### src/rtl/ahb2apb_bridge.sv
// ahb2apb_bridge
// AHB-Lite slave that forwards each accepted transfer to one APB3 segment.
// Only one APB access is in flight at a time. A stuck pready is aborted after
// TIMEOUT ACCESS cycles. AHB errors use the two-cycle ERROR response.
//
// Ports
//   hclk, hresetn         clock, asynchronous active-low reset
//   hsel, haddr, htrans,  AHB-Lite address phase from the decoder
//   hwrite, hsize, hready
//   hwdata                AHB write data (data phase)
//   hready_out, hresp,    response back to the decoder's hready mux
//   hrdata
//   paddr, psel, penable, APB3 master side
//   pwrite, pwdata
//   prdata, pready,       APB3 completer response
//   pslverr
//
// state  | meaning
// IDLE   | no transfer in data phase, zero-wait OKAY
// WDATA  | write data phase, capturing hwdata into pwdata
// SETUP  | APB setup phase (psel=1, penable=0)
// ACCESS | APB access phase, waiting for pready or timeout
// ERR1   | first ERROR cycle (hready_out=0)
// ERR2   | second ERROR cycle (hready_out=1), may accept the next transfer
module ahb2apb_bridge #(
  parameter int PADDR_W = 16,
  parameter int TIMEOUT = 255
) (
  input  logic               hclk,
  input  logic               hresetn,
  input  logic               hsel,
  input  logic [31:0]        haddr,
  input  logic [1:0]         htrans,
  input  logic               hwrite,
  input  logic [2:0]         hsize,
  input  logic [31:0]        hwdata,
  input  logic               hready,
  output logic               hready_out,
  output logic               hresp,
  output logic [31:0]        hrdata,
  output logic [PADDR_W-1:0] paddr,
  output logic               psel,
  output logic               penable,
  output logic               pwrite,
  output logic [31:0]        pwdata,
  input  logic [31:0]        prdata,
  input  logic               pready,
  input  logic               pslverr
);

  localparam int CNT_W = $clog2(TIMEOUT + 1);

  typedef enum logic [2:0] {IDLE, WDATA, SETUP, ACCESS, ERR1, ERR2} state_t;

  state_t             state, state_nxt, dispatch;
  logic [CNT_W-1:0]   cnt, cnt_inc;
  logic               take, size_ok, done_ok, timeout_hit;
  logic               unused_bits;

  assign unused_bits = ^{haddr[31:PADDR_W], htrans[0]};

  // The slave can only take a new address phase while it is itself
  // signalling ready, so hready_out doubles as the "can accept" qualifier.
  assign take        = hsel & htrans[1] & hready & hready_out;
  assign size_ok     = (hsize <= 3'd2);
  assign done_ok     = (state == ACCESS) & pready & ~pslverr;
  assign cnt_inc     = cnt + 1'b1;
  assign timeout_hit = (cnt_inc == CNT_W'(TIMEOUT));
  assign dispatch    = !size_ok ? ERR1 : (hwrite ? WDATA : SETUP);

  always_ff @(posedge hclk or negedge hresetn) begin
    if (!hresetn) begin
      state <= IDLE;
    end else begin
      state <= state_nxt;
    end
  end

  always_comb begin
    state_nxt  = state;
    hready_out = 1'b0;
    hresp      = 1'b0;
    psel       = 1'b0;
    penable    = 1'b0;
    hrdata     = 32'h0;
    case (state)
      IDLE: begin
        hready_out = 1'b1;
        if (take) state_nxt = dispatch;
      end
      WDATA: state_nxt = SETUP;
      SETUP: begin
        psel      = 1'b1;
        state_nxt = ACCESS;
      end
      ACCESS: begin
        psel    = 1'b1;
        penable = 1'b1;
        if (pready) begin
          if (pslverr) begin
            state_nxt = ERR1;
          end else begin
            hready_out = 1'b1;
            if (!pwrite) hrdata = prdata;
            state_nxt = take ? dispatch : IDLE;
          end
        end else if (timeout_hit) begin
          state_nxt = ERR1;
        end
      end
      ERR1: begin
        hresp     = 1'b1;
        state_nxt = ERR2;
      end
      ERR2: begin
        hresp      = 1'b1;
        hready_out = 1'b1;
        state_nxt  = take ? dispatch : IDLE;
      end
      default: state_nxt = IDLE;
    endcase
  end

  always_ff @(posedge hclk or negedge hresetn) begin
    if (!hresetn) begin
      cnt <= '0;
    end else if (state_nxt == SETUP) begin
      cnt <= '0;
    end else if (state == ACCESS) begin
      cnt <= cnt_inc;
    end
  end

  // Oversized requests never reach APB, so they leave paddr/pwrite untouched.
  always_ff @(posedge hclk or negedge hresetn) begin
    if (!hresetn) begin
      paddr  <= '0;
      pwrite <= 1'b0;
    end else if (take && size_ok) begin
      paddr  <= haddr[PADDR_W-1:0];
      pwrite <= hwrite;
    end
  end

  always_ff @(posedge hclk or negedge hresetn) begin
    if (!hresetn) begin
      pwdata <= 32'h0;
    end else if (state == WDATA) begin
      pwdata <= hwdata;
    end
  end

endmodule

### config.mk
export PLATFORM = sky130hd
export DESIGN_NAME = ahb2apb_bridge
export DESIGN_NICKNAME = d
export VERILOG_FILES = /design/src/rtl/ahb2apb_bridge.sv
export SDC_FILE = /design/constraint.sdc
export NUM_CORES = 1
export LEC_CHECK = 0
export ABC_CLOCK_PERIOD_IN_PS = 1600
export BUFFER_PORTS_ARGS = -buffer_cell sky130_fd_sc_hd__buf_4
export CORE_MARGIN = 5
export CORE_UTILIZATION = 37
export CTS_CLUSTER_SIZE = 14
export DETAILED_ROUTE_END_ITERATION = 10
export PLACE_DENSITY = 0.74
export SETUP_SLACK_MARGIN = 0.5
export SYNTH_ARGS = -nofsm -noshare
export SYNTH_HDL_FRONTEND = slang
export SYNTH_SLANG_ARGS = --single-unit
### constraint.sdc
create_clock -name hclk -period 1.6 [get_ports hclk]
set_input_delay 0.24 -clock hclk [delete_from_list [all_inputs] [get_ports hclk]]
set_output_delay 0.24 -clock hclk [all_outputs]
set_load 0.005 [all_outputs]
# After elaboration in Yosys (flattened, before gate mapping)
# Index checks and enable logic that the tools add are counted.
# op_classes
add_sub_neg,1
n_lt_le_gt_ge,1
n_eq_ne,7
muxes,20
bitwise_logic,3
n_reduce_logical,6
# op_table
cell,count
$mux 32,4
$mux 3,6
$pmux 3 s6,1
$mux 8,2
$eq 3x2->1 const B,3
$add 8x1->8 const B,1
$eq 8x8->1 const B,1
$eq 3x3->1 const B,2
$reduce_or 2->1,3
$mux 1,5
$and 1x1->1,3
$eq 3x1->1 const B,1
$le 3x2->1 const B,1
$logic_not 3->1,1
$mux 2,1
$pmux 1 s2,1
$reduce_bool 2->1,1
$logic_and 1x1->1,1
# word_totals
regBits,60
in_bits,108
output_inout_bits,85
word_cells,43

# Depth between registers and ports, before layout
# Gate-level depths: netlist of the first run.
# logic_depth
ltp_word,10
ltp_mapped,7
ltp_nobuf,6

# Least setup slack after synthesis of the first run
# No wires, ideal clock.
# synth_timing
kind,register -> output
startpoint,register state[2]
endpoint,output hrdata[10]
arrival_time_ns,1.300
t_required_ns,1.360
path_slack_ns,0.060
path_stages_with_launch,5
path_buffers,1
cell_sequence,dfrtp_1 -> nand3b_4 -> nor3_1 -> clkbuf_1 -> and2_1
# synth_between
elab_chain_cells,2
# synth_rtl
item,line,text
from (decl),55,"state_t state, state_nxt, dispatch;"
from (signal assigned),75,state <= state_nxt;
$eq 3x2->1,86,case (state)
$mux 32,86,
to (decl),40,"output logic [31:0] hrdata,"
# No other way between the ends.

# Worst setup path in the final report of the first run
# layout_timing
startpoint,register state[2]
endpoint,output hrdata[3]
# Same word-level chain as after synthesis.

==> results.md, run 1 <==
* Width of the chip at 96.7 um
* Clock Tree Buf Depth at 2
* Post-DRT Antenna Nets at 0
* Worst path max stage delay at slightly above 0.4 ns
* TritonCTS clock tree: done
* WL met3 at about 840 um
* Startpoint Class: flip-flop
* Initial antenna violation count at 0
* Final setup fails at approximately 90
* Area grow syn2layout at 104%
* M1 wire length at 3450 um
* DP Worst Slack at -0.0106 ns
* Hold Fails Final Rpt at 0
* Detailed Place HPWL at 6170 um
* DR pass1 iterations at 4
* Crit-path leading delay family: simple AND/OR/NAND/NOR gates
* Initial Util at 0.381
* CTS root buf: clkbuf_8
* Layout cells sized above 1 at 0.741
* Actual slew at the worst max-slew pin at 0.374 ns
* R2R cell count at 8
* Post-route setup slack at -0.214 ns
* Core area at ~0.0073 mm^2
* CP Capture Type: output port
* Synth area leader: dfrtp_1
* First-pass GRT wire length at between 10,000 and 15,000 um
* Clock slew at reported path FFs at roughly 0.07 ns
* Worst skew pair latency at between 0.3 and 0.4 ns
* Num CTS Buffers at 9
* Unique cell type count in the Yosys netlist at 33
* Clock sinks at 60
* DR vias at 2,676
* Die Area at ~0.0094 mm^2
* Failing checks: setup timing
* Tcrit/Tclk final at 1.13
* Gate Count Post-Synth at between 200 and 250
* FF-to-FF Start: state[0]
* R2r endpoint: paddr[14]
* Vias in the first global route at ~2,800
* Largest cells by area after synthesis: dfrtp_1 54%, mux2_2 17%, and2_1 7.6%
* Top-count cell post-synth: dfrtp_1
* Drt wl/cell at 17.7 um
* Yosys warnings at 0
* Fraction of registers with async set/reset at 1.00
* Hold Crit Class: in -> reg
* I/O pin count at 193
* Clock Skew at between 0.006 and 0.007 ns
* Total gr overflow at 0
* Wire length on met2 at roughly 5500 um
* Crit path buf inv count at 3
* Max-Cap Viols at 0
* Hold Startpoint: haddr[13]
* Drc violations at 0
* Synth Register Bits at 60
* Post-Route WL at about 10000 um
* Status: finished, violations left
* Setup Crit Path Kind: reg -> out
* Post-layout net count at roughly 570
* Tmin final at 1.81 ns
* Worst Hold Depth at 2
* Cell count along the critical path at 6
* Worst EP arrival at around 1.6 ns
* Seq/Total Area, Yosys at 0.540
* Synth Flop Type: dfrtp_1
* Area share of the largest cell type after synthesis at 0.540
* Critical path, cell by cell: nand3b_4 -> nor3_4 -> buf_6 -> buf_12 -> and2_1 -> buf_4
* GRT Overall Usage at 0.198
* Multi-input gate area at 0.00150 mm^2
* H-tree lvl count at 3
* Static Leak at between 0.002 and 0.003 uW
* Number of vias per cell at 4.75
* Site Rows at 31
* Largest net degree at the start of global routing at 34
* Filler Cells Inserted at 453
* Most frequent cells after synthesis: 60 x dfrtp_1, 41 x mux2_2, 34 x and2_1
* R2R Setup Slk at -0.20 ns
* Worst EP required at between 1 and 1.5 ns
* Post-DP Area at 0.00430 mm^2
* Die H at roughly 97 um
* Hold Slack at 0.135 ns
* Slowest cell on the critical path: dfrtp_2
* Mapped Avg Cell Area at ~13 um^2
* Crit path max fanout at 16
* DRT iter0 DRCs at 90
* Post-synth EDFFs at 0
* Hold path endpoint: paddr[13]
* Port bufs at 175
* Routability cong. at roughly 0.94
* Max-slew violation count at 0
* Register area at between 0.0015 and 0.002 mm^2
* Area of the mapped netlist at approximately 0.0028 mm^2
* N_diodes at 0
* Top sig layer: met4
* Mapped Nets at approximately 330
* Maximum vdd drop at 1.13 mV
* PwrDens at about 1700 mW/mm^2
* F_max at approximately 550 MHz
* Unrepaired setup endpoints after global routing: true
* Max transition margin at 0.751
* Post-route cell area at roughly 0.0057 mm^2
report_power, final:
part | switching (uW) | total [uW] | internal, uW
Sequential | 555 | 2780 | 2220
Combinational | 1740 | 5560 | 3820
Clock | 585 | 1180 | 593
Total | 2880 | 9520 | 6640
registers in the layout, summed over array words and instances (netlist names):
name	count
pwrite	1
cnt	8
state	3
paddr	16
pwdata	32
repair_timing:
item                       in CTS  in global routing
buffers inserted               22                 23
cloned                          8                  1
resized for setup              94                 72
setup endpoints to repair     113                145
pin swaps                       8                 24
hold buffers                    1                  0
hold endpoints to repair       27                  0
stage by stage:
step,util,std cells,power [uW],setup TNS [ns]
floorplan,-,219,4150,0
global placement,0.590,492,5770,0
detailed placement,0.590,492,5870,-0.0106
CTS,0.715,539,8690,-18.10
global route,0.778,563,10000,-20.47
finish,0.778,563,9520,-15.52
cells by family after synthesis:
kind of cell	count (synthesis)	synth area share
AND/OR/NAND/NOR	72	0.155
multiplexers	49	0.198
AO/OA/AOI/OAI	14	0.0423
adder cells (fa/ha/maj)	2	0.00900
buffers and inverters	14	0.0310
XOR/XNOR	8	0.0252
flip-flops	60	0.540
worst max-delay path by stage:
stage / from / endpoint
2_1_floorplan: state[0] / pwdata[11]
3_3_place_gp: state[2] / state[1]
3_5_place_dp: state[0] / paddr[6]
4_1_cts: state[2] / hrdata[14]
5_1_grt: state[2] / hrdata[3]
6_report: state[2] / hrdata[3]
routing by layer:
metal,global-route usage,vias to the layer above
met5,0,-
met4,0.0929,0
met3,0.0727,20
met2,0.356,127
met1,0.203,1301
li1,-,1228
cell type report:
| class | count | area share |
|---|---|---|
| clock buffer | 11 | 0.0249 |
| timing repair buffer | 237 | 0.415 |
| multi-input combinational | 146 | 0.264 |
| clock inverter | 5 | 0.00485 |
| tap | 99 | 0.0218 |
| inverter | 5 | 0.00397 |
| sequential | 60 | 0.265 |
placed cells by master, fill, tap and decap left out, types with 3 or more instances in the layout:
cell      count
a41o_1        3
and2_1       14
and2_4       20
buf_12        7
buf_16        7
buf_4       134
buf_6        86
clkbuf_8     10
clkinv_2      4
dfrtp_1      56
dfrtp_2       4
inv_1         4
mux2_2       12
mux2_4       36
nand2_1       5
nand2b_1      6
nor2_1       10
o22ai_4       3
xor2_1        5
No activity file was read; power rests on OpenSTA's default activity.
==> inputs of run 2 (changes only) <==
Settings changed: CTS_CLUSTER_DIAMETER from default to 150, CTS_CLUSTER_SIZE 14 to 25, GPL_TIMING_DRIVEN from default to 0.
==> run 2 against run 1 <==
Net effect: the flow finishes with violations (hold timing, setup timing); first-iteration DRC count down 11%; register-to-register slack barely moved; clock skew rose by 0.00062 ns; final cell count shrank 3.9%; wire length shrank 9.0%; sequential cell count stayed put; combinational power decreased by 19%; worst setup slack better by 0.015 ns; die area unchanged.
==> results.md, run 2 (same netlist as run 1, synthesis figures left out) <==
* Status: finished, violations left
* Failing checks: hold timing, setup timing
* Area grow syn2layout at 90.6%
* N_diodes at 0
* Filler Cells Inserted at 494
* Worst path max stage delay at ~0.4 ns
* Hold bufs inserted after CTS at 0
* Maximum vdd drop at 1.02 mV
* Num CTS Buffers at 9
* Post-layout net count at roughly 550
* Post-DP Area at ~0.0043 mm^2
* GRT Overall Usage at 0.187
* Actual slew at the worst max-slew pin at 0.766 ns
* Initial Util at 0.381
* Width of the chip at 96.7 um
* Die Area at 0.00935 mm^2
* TritonCTS clock tree: done
* Crit path buf inv count at 3
* DRT iter0 DRCs at 80
* Post-DRT Antenna Nets at 0
* Startpoint Class: flip-flop
* Largest register FFs at 32
* Die H at a little under 100 um
* I/O pin count at 193
* Hold Slack at -0.0255 ns
* Static Leak at between 0.002 and 0.003 uW
* Setup Crit Path Kind: reg -> out
* Largest net degree at the start of global routing at between 60 and 70
* Hold Fails Final Rpt at 22
* Routability cong. at between 0.9 and 1
* F_max at about 560 MHz
* Commonest cells after routing, fill and taps aside: 121 x buf_4, 77 x buf_6, 57 x dfrtp_1
* R2R Setup Slk at -0.19 ns
* Tmin final at about 1.8 ns
* H-tree lvl count at 3
* Final TNS setup at -9.21 ns
* DR vias at between 2,000 and 2,500
* Most prevalent standard cell on the critical path: buf_6
* Tcrit/Tclk final at 1.12
* Hold Crit Class: in -> async
* Core area at 0.00729 mm^2
* Total gr overflow at 0
* R2R cell count at 6
* Unrepaired setup endpoints after global routing: true
* FF-to-FF Start: state[2]
* Most common cell after layout, fill and taps aside: buf_4
* Critical path, cell by cell: nand3b_4 -> nor3_4 -> buf_6 -> buf_8 -> and2_4 -> buf_6
* Largest registers: pwdata (32), paddr (16), cnt (8)
* CTS root buf: clkbuf_8
* PwrDens at 1650 mW/mm^2
* Max-Cap Viols at 0
* Clock sinks at 60
* DR pass1 iterations at 4
* Clock slew at reported path FFs at around 0.070 ns
* Crit path max fanout at 5
* Worst EP required at around 1.4 ns
* CP Capture Type: output port
* Clock Tree Buf Depth at 2
* Port bufs at between 150 and 200
* Post-route setup slack at -0.199 ns
* Post-Route WL at approximately 9000 um
* Final setup fails at 92
* Worst EP arrival at 1.56 ns
* Initial antenna violation count at 0
* Drc violations at 0
* Max-slew violation count at 0
* First-pass GRT wire length at between 10,000 and 15,000 um
* Site Rows at 31
* Post-route cell area at between 0.005 and 0.006 mm^2
* Layout cells sized above 1 at 0.710
* Max transition margin at 0.489
* Detailed Place HPWL at 6180 um
* R2r endpoint: paddr[3]
* Drt wl/cell at approximately 17 um
* Layout Utilization at 0.727
* Vias in the first global route at about 2,700
* Slowest cell on the critical path: dfrtp_2
* Worst skew pair latency at 0.33 ns
* Largest Register: pwdata
* Crit-path leading delay family: simple AND/OR/NAND/NOR gates
* Number of vias per cell at between 4 and 5
* Clock Skew at 0.00747 ns
run 2: worst max-delay path by stage:
stage,start,endpoint,slack [ns],depth (start not counted)
after floorplan,state[0],pwdata[11],0.12,4
after global placement,state[2],hrdata[23],-0.05,5
after detailed placement,state[2],hrdata[29],-0.09,5
after CTS,state[2],hrdata[2],-0.29,6
after global routing,state[2],hrdata[23],-0.31,6
final,state[2],hrdata[23],-0.20,6
run 2: per-layer routing:
metal | vias up | global-route usage | part of all wire
li1 | 1178 | - | -
met1 | 1186 | 0.198 | 0.35
met2 | 121 | 0.348 | 0.54
met3 | 10 | 0.0640 | 0.089
met4 | 0 | 0.0551 | 0.013
met5 | - | 0 | 0
run 2: what timing repair did:
action,CTS,global route
setup endpoints to repair,113,145
setup buffers,19,5
resized for setup,83,57
gates cloned,8,0
pin swaps,21,11
run 2: report_power, final:
group	switching (uW)	leakage (uW)	internal, uW	total, uW
Clock	585	0.000107	919	1500
Combinational	1450	0.00179	3050	4500
Sequential	507	0.000737	2220	2730
run 2: area by class of cell:
| class | instances | area (um^2) | share of cell area |
|---|---|---|---|
| buffer | 9 | 131 | 0.0248 |
| inverter | 5 | 21.3 | 0.00401 |
| clock buffer | 12 | 145 | 0.0274 |
| sequential | 60 | 1510 | 0.284 |
| multi-input combinational | 146 | 1350 | 0.255 |
| timing repair buffer | 206 | 1950 | 0.368 |
| clock inverter | 4 | 72.6 | 0.0137 |
| tap | 99 | 124 | 0.0234 |
run 2: through the flow:
step                      hold slack (ns)  total power [uW]  cells  worst slack (ns)
final                             -0.0255              8730    541            -0.199
after global routing               0.0422              9250    541            -0.307
after CTS                         0.00460              8310    536            -0.289
after detailed placement            0.366              5830    493           -0.0940
after global placement              0.365              5750    493           -0.0540
after floorplan                   -0.0556              4150    219             0.117
